$ cat config.mk
export PLATFORM = sky130hd
export DESIGN_NAME = band_sequencer
export DESIGN_NICKNAME = d
export VERILOG_FILES = /design/src/rtl/band_sequencer.sv
export SDC_FILE = /design/constraint.sdc
export NUM_CORES = 1
export LEC_CHECK = 0
export ABC_AREA = 0
export BUFFER_PORTS_ARGS = -buffer_cell sky130_fd_sc_hd__buf_2
export CELL_PAD_IN_SITES_DETAIL_PLACEMENT = 0
export CELL_PAD_IN_SITES_GLOBAL_PLACEMENT = 2
export CORE_MARGIN = 1.5
export CORE_UTILIZATION = 35
export CTS_BUF_LIST = sky130_fd_sc_hd__clkbuf_4
export DETAILED_ROUTE_END_ITERATION = 8
export PLACE_DENSITY = 0.85
export SLEW_MARGIN = 25
export SYNTH_ARGS = -nofsm -noshare
export SYNTH_HDL_FRONTEND = slang
export SYNTH_SLANG_ARGS = --single-unit
$ cat constraint.sdc
create_clock -name clk -period 4.6 [get_ports clk]
set_input_delay 0.46 -clock clk [delete_from_list [all_inputs] [get_ports clk]]
set_output_delay 0.46 -clock clk [all_outputs]
set_load 0.005 [all_outputs]
$ cat src/rtl/band_sequencer.sv
// Per-sample controller that runs one shared band filter for the low, mid and high bands, then latches the summer output to the DAC.
// Optional filt_done watchdog: define BAND_SEQ_TIMEOUT_EN.
module band_sequencer #(
    parameter int W         = 23,
    parameter int TO_CYCLES = 255
) (
    input  logic                clk,
    input  logic                Reset_n,
    input  logic                sample_valid,
    input  logic [11:0]         x_in,
    input  logic [2:0]          band_en,
    input  logic                ovr_clr,
    output logic                filt_start,
    output logic [1:0]          filt_sel,
    output logic [11:0]         filt_x,
    input  logic                filt_done,
    input  logic signed [W-1:0] filt_y,
    output logic signed [W-1:0] ypb,
    output logic signed [W-1:0] ypm,
    output logic signed [W-1:0] ypa,
    input  logic [15:0]         ys_in,
    output logic [11:0]         dac_data,
    output logic                dac_valid,
    output logic                busy,
    output logic                overrun,
    output logic                timeout_err
);

    localparam logic [3:0] IDLE    = 4'd0;
    localparam logic [3:0] START_L = 4'd1;
    localparam logic [3:0] WAIT_L  = 4'd2;
    localparam logic [3:0] START_M = 4'd3;
    localparam logic [3:0] WAIT_M  = 4'd4;
    localparam logic [3:0] START_H = 4'd5;
    localparam logic [3:0] WAIT_H  = 4'd6;
    localparam logic [3:0] SUM     = 4'd7;
    localparam logic [3:0] OUT     = 4'd8;

    logic [3:0]          state_q, state_d;
    logic [2:0]          mask_q, mask_d;
    logic                start_q, start_d;
    logic [1:0]          sel_q, sel_d;
    logic [11:0]         x_q, x_d;
    logic signed [W-1:0] ypb_q, ypb_d;
    logic signed [W-1:0] ypm_q, ypm_d;
    logic signed [W-1:0] ypa_q, ypa_d;
    logic [11:0]         dac_q, dac_d;
    logic                dv_q, dv_d;
    logic                busy_q, busy_d;
    logic                ovr_q, ovr_d;

    logic                in_wait;
    logic                in_start;
    logic                expire;
    logic                advance;
    logic signed [W-1:0] cap_val;
    logic                unused_ys;

    // Only the low 12 bits of the saturated summer word reach the DAC.
    assign unused_ys = ^ys_in[15:12];

    // First enabled band at or above 'from' (3 means none left), else SUM.
    function automatic logic [3:0] next_start(input logic [1:0] from, input logic [2:0] m);
        if (from == 2'd0 && m[0])
            return START_L;
        else if (from <= 2'd1 && m[1])
            return START_M;
        else if (from <= 2'd2 && m[2])
            return START_H;
        else
            return SUM;
    endfunction

    assign in_wait  = (state_q == WAIT_L) || (state_q == WAIT_M) || (state_q == WAIT_H);
    assign in_start = (state_q == START_L) || (state_q == START_M) || (state_q == START_H);
    assign advance  = in_wait && (filt_done || expire);
    assign cap_val  = filt_done ? filt_y : '0;

`ifdef BAND_SEQ_TIMEOUT_EN
    localparam logic [7:0] TO_LAST = 8'(TO_CYCLES - 1);

    logic [7:0] wd_q, wd_d;
    logic       terr_q, terr_d;

    // Expiry fires on the TO_CYCLES-th WAIT cycle; a coincident done wins.
    assign expire = in_wait && !filt_done && (wd_q == TO_LAST);

    always_comb begin
        wd_d   = wd_q;
        terr_d = terr_q;
        if (in_start)
            wd_d = 8'd0;
        else if (in_wait)
            wd_d = wd_q + 8'd1;
        if (expire)
            terr_d = 1'b1;
    end

    always_ff @(posedge clk or negedge Reset_n) begin
        if (!Reset_n) begin
            wd_q   <= 8'd0;
            terr_q <= 1'b0;
        end else begin
            wd_q   <= wd_d;
            terr_q <= terr_d;
        end
    end

    assign timeout_err = terr_q;
`else
    localparam int unused_to_cycles = TO_CYCLES;

    assign expire      = 1'b0;
    assign timeout_err = 1'b0;
`endif

    always_comb begin
        state_d = state_q;
        mask_d  = mask_q;
        start_d = 1'b0;
        sel_d   = sel_q;
        x_d     = x_q;
        ypb_d   = ypb_q;
        ypm_d   = ypm_q;
        ypa_d   = ypa_q;
        dac_d   = dac_q;
        dv_d    = 1'b0;
        ovr_d   = ovr_q;

        case (state_q)
            IDLE: begin
                if (sample_valid) begin
                    x_d    = x_in;
                    mask_d = band_en;
                    if (!band_en[0]) ypb_d = '0;
                    if (!band_en[1]) ypm_d = '0;
                    if (!band_en[2]) ypa_d = '0;
                    state_d = next_start(2'd0, band_en);
                end
            end
            START_L: state_d = WAIT_L;
            START_M: state_d = WAIT_M;
            START_H: state_d = WAIT_H;
            WAIT_L: begin
                if (advance) begin
                    ypb_d   = cap_val;
                    state_d = next_start(2'd1, mask_q);
                end
            end
            WAIT_M: begin
                if (advance) begin
                    ypm_d   = cap_val;
                    state_d = next_start(2'd2, mask_q);
                end
            end
            WAIT_H: begin
                if (advance) begin
                    ypa_d   = cap_val;
                    state_d = SUM;
                end
            end
            SUM: begin
                dac_d   = ys_in[11:0];
                dv_d    = 1'b1;
                state_d = OUT;
            end
            OUT:     state_d = IDLE;
            default: state_d = IDLE;
        endcase

        // Start pulse and band select are registered for the START cycle itself.
        case (state_d)
            START_L: begin start_d = 1'b1; sel_d = 2'b00; end
            START_M: begin start_d = 1'b1; sel_d = 2'b01; end
            START_H: begin start_d = 1'b1; sel_d = 2'b10; end
            default: ;
        endcase

        if (ovr_clr)
            ovr_d = 1'b0;
        if (sample_valid && state_q != IDLE)
            ovr_d = 1'b1;
    end

    assign busy_d = (state_d != IDLE);

    always_ff @(posedge clk or negedge Reset_n) begin
        if (!Reset_n) begin
            state_q <= IDLE;
            mask_q  <= 3'b000;
            start_q <= 1'b0;
            sel_q   <= 2'b00;
            x_q     <= 12'd0;
            ypb_q   <= '0;
            ypm_q   <= '0;
            ypa_q   <= '0;
            dac_q   <= 12'd0;
            dv_q    <= 1'b0;
            busy_q  <= 1'b0;
            ovr_q   <= 1'b0;
        end else begin
            state_q <= state_d;
            mask_q  <= mask_d;
            start_q <= start_d;
            sel_q   <= sel_d;
            x_q     <= x_d;
            ypb_q   <= ypb_d;
            ypm_q   <= ypm_d;
            ypa_q   <= ypa_d;
            dac_q   <= dac_d;
            dv_q    <= dv_d;
            busy_q  <= busy_d;
            ovr_q   <= ovr_d;
        end
    end

    assign filt_start = start_q;
    assign filt_sel   = sel_q;
    assign filt_x     = x_q;
    assign ypb        = ypb_q;
    assign ypm        = ypm_q;
    assign ypa        = ypa_q;
    assign dac_data   = dac_q;
    assign dac_valid  = dv_q;
    assign busy       = busy_q;
    assign overrun    = ovr_q;

endmodule

# Word level (Yosys, flattened, before mapping)
# Index checks and enable logic that the tools add are counted.
[word_totals]
out_inout_bits = 100
ff_bits = 106
wordCells = 72
in_bits = 59
[classes]
n_eq_ne = 17
reduce_logical = 17
mux = 26
[op_table]
columns = ["cell", "count"]
rows = [
  ["two-way mux 23 bit", 8],
  ["case mux 23 bit (2 select lines)", 3],
  ["case mux 4 bit (8 select lines)", 1],
  ["equality test 4 x 3 -> 1 bit, second input constant", 5],
  ["two-way mux 4 bit", 4],
  ["inequality test 2 bit, second input constant", 7],
  ["equality test 4 x 2 -> 1 bit, second input constant", 3],
  ["AND reduction 4 bit", 3],
  ["two-way mux 3 bit", 3],
  ["equality test 4 x 1 -> 1 bit, second input constant", 2],
  ["nonzero test 2 bit", 4],
  ["nonzero test 4 bit", 2],
  ["case mux 2 bit (3 select lines)", 1],
  ["logical NOT 4 bit", 1],
  ["two-way mux 1 bit", 4],
  ["two-way mux 2 bit", 2],
  ["nonzero test 3 bit", 1],
  ["OR reduction 3 bit", 1],
  ["logical AND 1 bit", 2],
  ["logical OR 1 bit", 2],
  ["AND reduction 2 bit", 1],
]

# Logic depth before layout (Yosys ltp)
# Gate-level depths: netlist of run 1.
[logic_depth]
ltp_word = 9
depth_mapped = 7
depth_no_buf = 5

# Least setup slack after synthesis of run 1
# Ideal clock, no wire load.
[synth_path]
path_kind = "reg-to-reg"
startpoint = "reg state_q[2]"
endpoint = "reg busy_q, in the netlist busy"
setup_time_ps = 139
path_slack_ps = 2939
synth_period_minus_slack_ps = 1661
t_arrival_ps = 1522
stages_incl_launch_ff = 7
n_path_buf = 1
required_ps = 4461
path_cell_list = "dfrtp_1 > buf_6 > and4bb_4 > a31oi_4 > o311ai_2 > nor2b_4 > or4_4"
[synth_between]
elab_chain_len = 7
word_cells_on_any_way = 17
classes_between = "eq/ne: 7; mux: 5; reduce/logical: 5"
[synth_rtl]
columns = ["item", "line_no", "source"]
rows = [
  ["start: declaration", "39", "logic [3:0] state_q, state_d;"],
  ["start signal: assignment", "202", "state_q <= state_d;"],
  ["equality test 4 x 2 -> 1 bit / equality test 4 x 3 -> 1 bit (equally long branches)", "74, 130", ""],
  ["logical OR 1 bit (2 in series)", "74", "assign in_wait = (state_q == WAIT_L) || (state_q == WAIT_M) || (state_q == WAIT_H);"],
  ["logical AND 1 bit", "76", "assign advance = in_wait && (filt_done || expire);"],
  ["two-way mux 4 bit (on tied branches)", "157, 145, 151", ""],
  ["case mux 4 bit (8 select lines) (*)", "130", "case (state_q)"],
  ["named net state_d[1]", "39", ""],
  ["nonzero test 4 bit (*)", "185", "assign busy_d = (state_d != IDLE);"],
  ["named net busy_d", "49", "logic busy_q, busy_d;"],
  ["end signal: assignment", "212", "busy_q <= busy_d;"],
  ["end: declaration", "49", ""],
]
# The timed path passes the listed nets; every way through them passes the cells marked *.
# A chain may end at the register's enable or synchronous reset.

# Worst setup path in the final report of run 1
[layout_path]
startpoint = "reg state_q[3]"
endpoint = "reg ypm_q[13], in the netlist ypm[13]"
[layout_between]
elab_chain_len = 6
word_cells_on_any_way = 13
classes_between = "eq/ne: 6; mux: 1; reduce/logical: 6"
[layout_rtl]
columns = ["item", "line_no", "source"]
rows = [
  ["equality test 4 x 2 -> 1 bit / equality test 4 x 3 -> 1 bit (equally long branches)", "74, 130", ""],
  ["logical OR 1 bit (2 in series)", "74", ""],
  ["logical AND 1 bit", "76", ""],
  ["inequality test 2 bit (no source line)", "n/a", ""],
  ["AND reduction 4 bit (no source line)", "n/a", ""],
  ["end signal: assignment", "208", "ypm_q <= ypm_d;"],
  ["end: declaration", "45", "logic signed [W-1:0] ypm_q, ypm_d;"],
]
# Parallel ways exist; a longest one is shown, timed or not.

==> impl_metrics.py, run 1 <==
metrics = {
    "status": {
        "run_status": "finished clean",
    },
    "timing": {
        "fin_ws_ps": 2450,
        "final-hold-violation-count": 0,
        "max_freq_ghz": 0.4651,
        "tightest_slew_ps": 776.4,
        "finalSetupTns_ps": 0,
        "rsz0062_at_grt": "no",
        "worst_clock_skew_ps": 29.47,
        "relSlewSlack_pct": 48.24,
        "slew_violations": 0,
        "layout_worst_path_cycle_share_pct": 46.74,
        "finalWorstPathRequiredPeriod_ps": 2150,
        "setup_viol": 0,
    },
    "pwr": {
        "power_leakage_uw": 0.002624,
        "ir_drop_mv": 0.2353,
        "p_per_area_nw_per_um2": 672.0,
    },
    "clock_tree": {
        "cts_num_sinks": 105,
        "cts_max_level": 3,
        "hold_buffers": 0,
        "clk_pin_slew_ps": 170,
        "cts_buffers": 9,
        "cts_buffer_depth": 2,
        "cts_tree": "yes",
        "post_cts_buffers": 0,
        "cts-root-buf": "clkbuf_4",
        "clock_latency_ps": 440,
        "ctsResizeCount": 0,
    },
    "grt": {
        "overflow": 0,
        "grt_util_all_layers_pct": 16.98,
        "grt-busiest-layer": "met2",
        "grt_pass1_wl_mm": 15.45,
        "met1_usage_pct": 24.16,
        "first_global_vias": 2800,
        "grt_util_met2_pct": 26.44,
        "grt_max_degree": 63,
        "antenna_found_initial": 1,
        "use_met3_pct": 2.549,
    },
    "layout": {
        "final_cell_mix": "152 x buf_2, 105 x dfrtp_1, 69 x a22o_1",
        "num-nets-final": 475,
        "layout_commonest_cell": "buf_2",
        "final_area_um2": 5011,
        "area_growth_pct": 26.06,
        "final_util_pct": 45.82,
        "drive_gt1_share_pct": 48.46,
        "final_cells": 562,
    },
    "detailed_routing": {
        "ant_nets": 0,
        "drt_pre_antenna_iters": 4,
        "drt_iter0_markers": 126,
        "wirelength_mm": 9.911,
        "routedWlPerCell_um": 17.64,
        "drc_errors": 0,
        "avgViaCountPerCell": 5.110,
        "vias": 2872,
    },
    "logic_synthesis": {
        "synthTopCellsByArea": "dfrtp_1 66%, a22o_1 15%, mux2_2 4.2%",
        "synth_warnings": 0,
        "ys_types": 37,
        "syn_area_um2": 3975,
        "netlist.area_leader.share_pct": 66.10,
        "seq_area_frac_synth_pct": 66.10,
        "postSynthCellCount": 266,
        "ys.flop_type": "dfrtp_1",
        "synth_edf_count": 0,
        "ys_seq_elements": 105,
        "async_reset_ff_share_pct": 100.0,
        "synth_area_leader_cell": "dfrtp_1",
        "synth_nets": 325,
        "synth.avg_cell_area_um2": 14.94,
    },
    "die": {
        "fp.dieW_um": 109.6,
        "row_count": 38,
        "die-area_um2": 12010,
        "core_um2": 10940,
        "start_util_pct": 36.35,
        "fp.dieH_um": 109.6,
        "io_pins": 159,
    },
    "placed_design": {
        "hpwl_mm": 6.637,
        "portBuffers": 153,
        "dp.cells": 545,
        "placed_cell_area_um2": 4883,
        "place.gp.congestion": 0.6989,
        "dp_slack_ps": 2464,
    },
    "worst_setup_path": {
        "worstSetupPathType": "reg -> reg",
        "path_cells": "nor2_2 -> nand2_1 -> nor3_4 -> buf_4 -> nor2_4 -> a22o_1",
        "critical_path.max_fanout": 24,
        "arrival_ps": 2520,
        "rr_startpoint": "state_q[3]",
        "critPathLaunchType": "register",
        "worst_path_largest_cell_delay_ps": 640,
        "reg2reg_depth": 6,
        "crit_family": "simple AND/OR/NAND/NOR gates",
        "r2r_end": "ypm[13]",
        "regToRegSetupSlack_ps": 2450,
        "cp.required_ps": 4970,
        "end_kind": "register",
        "crit_buf_inv": 1,
        "cp_slowest_cell": "dfrtp_1",
    },
    "min_path": {
        "hold_path_class": "in -> async",
    },
    "flow_run": {
        "maxCapViolCount": 0,
    },
}
==> logic make-up (layout without fill, tap and decap cells) <==
logic type,count (synthesis),in the layout,synth area share [%]
flops,105,105,66.10
simple gates,27,27,4.879
buf+inv,23,178,3.147
other cells,1,2,0.09434
mux,26,26,7.365
compound gates,84,84,18.41
==> sequential cells by signal, indices dropped and copies added, names as in the netlist, 2 cells and up <==
signal    cells
dac_data     12
ypa          23
mask_q        2
filt_sel      2
ypb          23
ypm          23
state_q       4
filt_x       12
==> final cells by class <==
class / instances / area, um^2
diodes: 1 / 2.502
clock inverters: 6 / 50.05
clock buffers: 10 / 75.07
repair buffers: 158 / 805.8
well taps: 140 / 175.2
flip-flops and latches: 105 / 2628
multi-input cells: 138 / 1260
inverters: 4 / 15.01
fillers: 1041 / 5924
==> report_power, final <==
part | switching [uW] | total [uW] | leakage [uW] | internal, uW
logic | 599 | 1320 | 0.00123 | 717
clock network | 316 | 442 | 0.0000709 | 126
registers | 275 | 1610 | 0.00132 | 1330
total | 1190 | 3370 | 0.00262 | 2180
==> worst max-delay path by stage <==
stage | startpoint | to | slack [ps] | cells past startpoint
2_1_floorplan | state_q[2] | busy | 2940 | 6
3_3_place_gp | state_q[3] | ypm[7] | 2170 | 6
3_5_place_dp | state_q[3] | ypm[14] | 2460 | 6
4_1_cts | state_q[3] | ypm[21] | 2450 | 6
5_1_grt | state_q[3] | ypm[21] | 2300 | 6
6_report | state_q[3] | ypm[13] | 2450 | 6
==> cell usage after synthesis, drive strengths merged, types with 2 or more instances <==
cell / n
dfrtp: 105
a22o: 69
mux2: 26
buf: 15
nor2: 8
nand2: 5
clkbuf: 4
inv: 4
a21oi: 3
a31oi: 3
nor3: 3
nor3b: 3
o21ai: 3
nor2b: 2
o21a: 2
==> metrics by stage <==
| stage | hold WS (ps) | total power (uW) |
|---|---|---|
| after floorplan | 164.4 | 2340 |
| after global placement | 467.3 | 2919 |
| after detailed placement | 476.0 | 2965 |
| after CTS | 69.85 | 3413 |
| after global routing | 95.90 | 3615 |
| final | 69.53 | 3367 |
==> metal layers <==
layer | routed length (um) | part of all wire (%)
met1 | 4656 | 47
met2 | 4671 | 47
met3 | 491 | 5.0
met5 | 0 | 0
met4 | 91 | 0.92
==> worst register-to-register path: cells and delay by family (launching register included) <==
family | cells | cell delay [ps]
flip-flops | 1 | 640
AO/OA/AOI/OAI | 1 | 230
buffers and inverters | 1 | 260
AND/OR/NAND/NOR | 4 | 980
Note: power is estimated with default switching activity, not from simulation.
==> inputs of run 2 (changes only) <==
--- a/config.mk
+++ b/config.mk
@@ -10,10 +10,10 @@
 export CELL_PAD_IN_SITES_DETAIL_PLACEMENT = 0
 export CELL_PAD_IN_SITES_GLOBAL_PLACEMENT = 2
 export CORE_MARGIN = 1.5
-export CORE_UTILIZATION = 35
+export CORE_UTILIZATION = 32
 export CTS_BUF_LIST = sky130_fd_sc_hd__clkbuf_4
 export DETAILED_ROUTE_END_ITERATION = 8
-export PLACE_DENSITY = 0.85
+export PLACE_DENSITY = 0.79
 export SLEW_MARGIN = 25
 export SYNTH_ARGS = -nofsm -noshare
 export SYNTH_HDL_FRONTEND = slang
==> constraint.sdc (replaced) <==
create_clock -name clk -period 2.1 [get_ports clk]
set_input_delay 0.21 -clock clk [delete_from_list [all_inputs] [get_ports clk]]
set_output_delay 0.21 -clock clk [all_outputs]
set_load 0.005 [all_outputs]
==> impl_metrics.py, run 2 (synthesized netlist as in run 1, its figures left out) <==
metrics = {
    "status": {
        "run_status": "finished clean",
    },
    "worst_setup_path": {
        "arrival_ps": 2340,
        "end_kind": "register",
        "cp.required_ps": 2520,
        "critical_path.max_fanout": 16,
        "critPathLaunchType": "register",
        "worstSetupPathType": "reg -> reg",
        "reg2reg_depth": 7,
    },
    "grt": {
        "antenna_found_initial": 1,
        "grt_util_all_layers_pct": 16.83,
        "grt_max_degree": 60,
        "overflow": 0,
        "first_global_vias": 3101,
        "grt_pass1_wl_mm": 16.58,
    },
    "layout": {
        "final_cell_mix": "152 x buf_2, 105 x dfrtp_1, 69 x a22o_1",
        "multiInputGateArea_um2": 1249,
        "drive_gt1_share_pct": 44.07,
        "final_util_pct": 47.26,
        "n_fill_cell": 1119,
        "area_growth_pct": 43.41,
        "final_cells": 650,
        "layout_commonest_cell": "buf_2",
        "num-nets-final": 536,
        "final_area_um2": 5700,
        "seq_area_um2": 2628,
    },
    "clock_tree": {
        "clk_pin_slew_ps": 140,
        "clock_latency_ps": 480,
        "cts_tree": "yes",
        "cts-root-buf": "clkbuf_4",
        "ctsResizeCount": 0,
        "cts_num_sinks": 105,
        "cts_buffer_depth": 2,
        "cts_max_level": 3,
        "cts_buffers": 9,
    },
    "timing": {
        "finalSetupTns_ps": 0,
        "setup_viol": 0,
        "slew_violations": 0,
        "worst_clock_skew_ps": 12.95,
        "layout_worst_path_cycle_share_pct": 91.54,
        "tightest_slew_ps": 661.9,
        "relSlewSlack_pct": 55.77,
        "finalWorstPathRequiredPeriod_ps": 1922,
        "rsz0062_at_grt": "no",
        "max_freq_ghz": 0.5202,
        "final-hold-violation-count": 0,
    },
    "die": {
        "fp.dieH_um": 114.5,
        "fp.dieW_um": 114.5,
        "row_count": 40,
        "core_um2": 12060,
        "start_util_pct": 32.96,
        "die-area_um2": 13100,
        "io_pins": 159,
    },
    "detailed_routing": {
        "wirelength_mm": 10.58,
        "drc_errors": 0,
        "routedWlPerCell_um": 16.27,
        "ant_nets": 0,
        "drt_pre_antenna_iters": 6,
        "vias": 3089,
        "drt_iter0_markers": 171,
        "avgViaCountPerCell": 4.752,
    },
    "pwr": {
        "p_per_area_nw_per_um2": 1380,
        "finalPower_uw": 7865,
        "ir_drop_mv": 0.5090,
        "power_leakage_uw": 0.002916,
    },
    "placed_design": {
        "portBuffers": 153,
        "placed_cell_area_um2": 5000,
        "place.gp.congestion": 0.7596,
        "dp.cells": 582,
        "hpwl_mm": 7.021,
    },
    "min_path": {
        "min_path_cells": 3,
        "hold_path_class": "in -> reg",
    },
    "flow_run": {
        "maxCapViolCount": 0,
    },
}
==> run 2: changes by cell type in the layout (fill, tap and decap cells not counted), moves of 2 or more <==
cell	delta
dlygate4sd3_1	+52
buf_4	+7
bufinv_16	+3
buf_12	+2
clkinv_4	-2
==> run 2: what timing repair did <==
item,in CTS,in global routing
endpoints found under the hold margin,201,0
hold buffers,52,0
setup buffers,0,0
==> run 2: critical path: stages (launching register included) <==
cell and delay [ps]:
dfrtp_1 620, nor3b_4 90, nand2_2 80, buf_4 230, nor2_1 80, nor2_2 390
buf_12 220, a22o_1 140
==> run 2: worst paths after layout <==
check                                start          to  slack, ps
worst max-delay path            state_q[1]     ypa[22]        180
worst min-delay path            band_en[0]  state_q[2]         90
worst max register to register  state_q[1]     ypa[22]        180
worst min register to register   filt_x[6]   filt_x[6]        500
max in group asynchronous          Reset_n     ypa[18]       1310
min in group asynchronous          Reset_n   filt_x[7]        130
==> run 2: cell type report <==
| type | instances | area share, % |
|---|---|---|
| inverter | 4 | 0.2634 |
| tap | 168 | 3.687 |
| multi-input combinational | 138 | 21.91 |
| antenna | 1 | 0.04390 |
| timing repair buffer | 219 | 24.89 |
| sequential | 105 | 46.09 |
| clock buffer | 10 | 1.317 |
| clock inverter | 5 | 1.800 |
==> run 2: report_power, final <==
group	internal [uW]	leakage, uW	switching [uW]
logic	1710	0.00150	1410
registers	2930	0.00132	549
clock network	611	0.0000945	659
total	5250	0.00292	2610
==> run 2: stage by stage <==
step	hold slack, ps	setup slack [ps]
after floorplan	-85.59	439.0
after global placement	91.83	98.86
after detailed placement	92.24	175.0
after CTS	55.42	158.5
after global routing	88.20	22.73
final	92.22	177.8
==> run 2: routing by layer <==
layer	track usage (%)	vias to the layer above	wire, um	part of all wire (%)
li1	-	1412	-	-
met1	22.39	1569	4729	45
met2	26.67	94	5115	48
met3	4.023	14	558	5.3
met4	6.500	0	174	1.6
met5	0	-	0	0
==> inputs of run 3 (changes only) <==
--- a/config.mk
+++ b/config.mk
@@ -14,6 +14,7 @@
 export CTS_BUF_LIST = sky130_fd_sc_hd__clkbuf_4
 export DETAILED_ROUTE_END_ITERATION = 8
 export PLACE_DENSITY = 0.79
+export RECOVER_POWER = 100
 export SLEW_MARGIN = 25
 export SYNTH_ARGS = -nofsm -noshare
 export SYNTH_HDL_FRONTEND = slang
==> impl_metrics.py, run 3 (synthesized netlist as in run 1, its figures left out) <==
metrics = {
    "die": {
        "start_util_pct": 32.96,
        "fp.dieH_um": 114.5,
        "core_um2": 12060,
        "row_count": 40,
        "die-area_um2": 13100,
        "io_pins": 159,
        "fp.dieW_um": 114.5,
    },
    "worst_setup_path": {
        "cp.required_ps": 2460,
        "end_kind": "register",
        "worstSetupPathType": "reg -> reg",
        "critPathLaunchType": "register",
        "arrival_ps": 2330,
        "critical_path.max_fanout": 9,
    },
    "detailed_routing": {
        "drc_errors": 0,
        "avgViaCountPerCell": 4.746,
        "vias": 3085,
        "drt_pre_antenna_iters": 6,
        "ant_nets": 0,
        "drt_iter0_markers": 189,
        "wirelength_mm": 10.63,
        "routedWlPerCell_um": 16.35,
    },
    "grt": {
        "first_global_vias": 3101,
        "overflow": 0,
        "grt_util_all_layers_pct": 16.83,
        "antenna_found_initial": 1,
        "grt_max_degree": 60,
        "grt_pass1_wl_mm": 16.58,
    },
    "clock_tree": {
        "hold_buffers": 52,
        "cts_num_sinks": 105,
        "clock_latency_ps": 480,
        "ctsResizeCount": 0,
        "clk_pin_slew_ps": 140,
        "post_cts_buffers": 0,
        "cts_buffers": 9,
        "cts_tree": "yes",
        "cts_max_level": 3,
        "cts_buffer_depth": 2,
        "cts-root-buf": "clkbuf_4",
    },
    "timing": {
        "finalWorstPathRequiredPeriod_ps": 1966,
        "tightest_slew_ps": 896.5,
        "layout_worst_path_cycle_share_pct": 93.62,
        "setup_viol": 0,
        "finalSetupTns_ps": 0,
        "slew_violations": 0,
        "rsz0062_at_grt": "no",
        "relSlewSlack_pct": 40.23,
        "final-hold-violation-count": 0,
        "worst_clock_skew_ps": 12.27,
        "max_freq_ghz": 0.5087,
    },
    "placed_design": {
        "portBuffers": 153,
        "place.gp.congestion": 0.7596,
        "placed_cell_area_um2": 5000,
        "hpwl_mm": 7.021,
        "dp.cells": 582,
    },
    "status": {
        "run_status": "finished clean",
    },
    "flow_run": {
        "maxCapViolCount": 0,
    },
    "layout": {
        "final_area_um2": 5579,
        "num-nets-final": 536,
        "final_util_pct": 46.26,
        "final_cell_mix": "105 x dfrtp_1, 96 x buf_2, 69 x a22o_1",
        "drive_gt1_share_pct": 30.98,
        "area_growth_pct": 40.35,
        "n_fill_cell": 1165,
        "final_cells": 650,
        "layout_commonest_cell": "dfrtp_1",
    },
    "min_path": {
        "hold_path_class": "in -> reg",
    },
    "pwr": {
        "ir_drop_mv": 0.5006,
        "p_per_area_nw_per_um2": 1380,
        "power_leakage_uw": 0.002703,
    },
}
run 3: per-layer routing:
layer / vias up / global-route usage, % / wire length (um)
met5: - / 0 / 0
met4: 0 / 6.500 / 174
met3: 14 / 4.023 / 584
met2: 93 / 26.67 / 5143
met1: 1564 / 22.39 / 4724
li1: 1414 / - / -
run 3: report_power, final:
| part | switching, uW | leakage, uW | internal, uW | total (uW) |
|---|---|---|---|---|
| sequential | 557 | 0.00132 | 2930 | 3480 |
| clock | 657 | 0.0000945 | 611 | 1270 |
| combinational | 1390 | 0.00129 | 1560 | 2950 |
| total | 2600 | 0.00270 | 5100 | 7700 |
run 3: final cells by class:
class                           instances  area (um^2)  share of cell area [%]
Inverter                                4        15.01                  0.2691
Antenna cell                            1        2.502                 0.04485
Clock buffer                           10        75.07                   1.346
Tap cell                              168        210.2                   3.768
Multi-Input combinational cell        138         1222                   21.91
Sequential cell                       105         2628                   47.10
Timing Repair Buffer                  219         1324                   23.73
Clock inverter                          5        102.6                   1.839
run 3: final timing paths:
check	from	end	slack, ps	depth (start not counted)
setup / recovery	state_q[1]	busy	130	5
hold reg to reg	filt_x[10]	filt_x[10]	510	1
max in group asynchronous	Reset_n	ypb[14]	340	3
min in group asynchronous	Reset_n	filt_x[7]	370	2
hold / removal	band_en[0]	state_q[2]	90	3
setup reg to reg	state_q[1]	busy	130	5
run 3: metrics by stage:
stage	hold slack [ps]	setup slack, ps	total power [uW]
after floorplan	-85.59	439.0	5125
after detailed placement	92.24	175.0	6600
after global routing	88.20	18.93	8251
after global placement	91.83	98.86	6519
final	94.81	134.0	7701
after CTS	55.42	158.5	7966
run 3: worst max-delay path, cell delays in order (launching register included):
cell	delay, ps
dfrtp_1	560
buf_4	230
o21a_1	170
o21ai_0	350
inv_1	130
or4_4	420
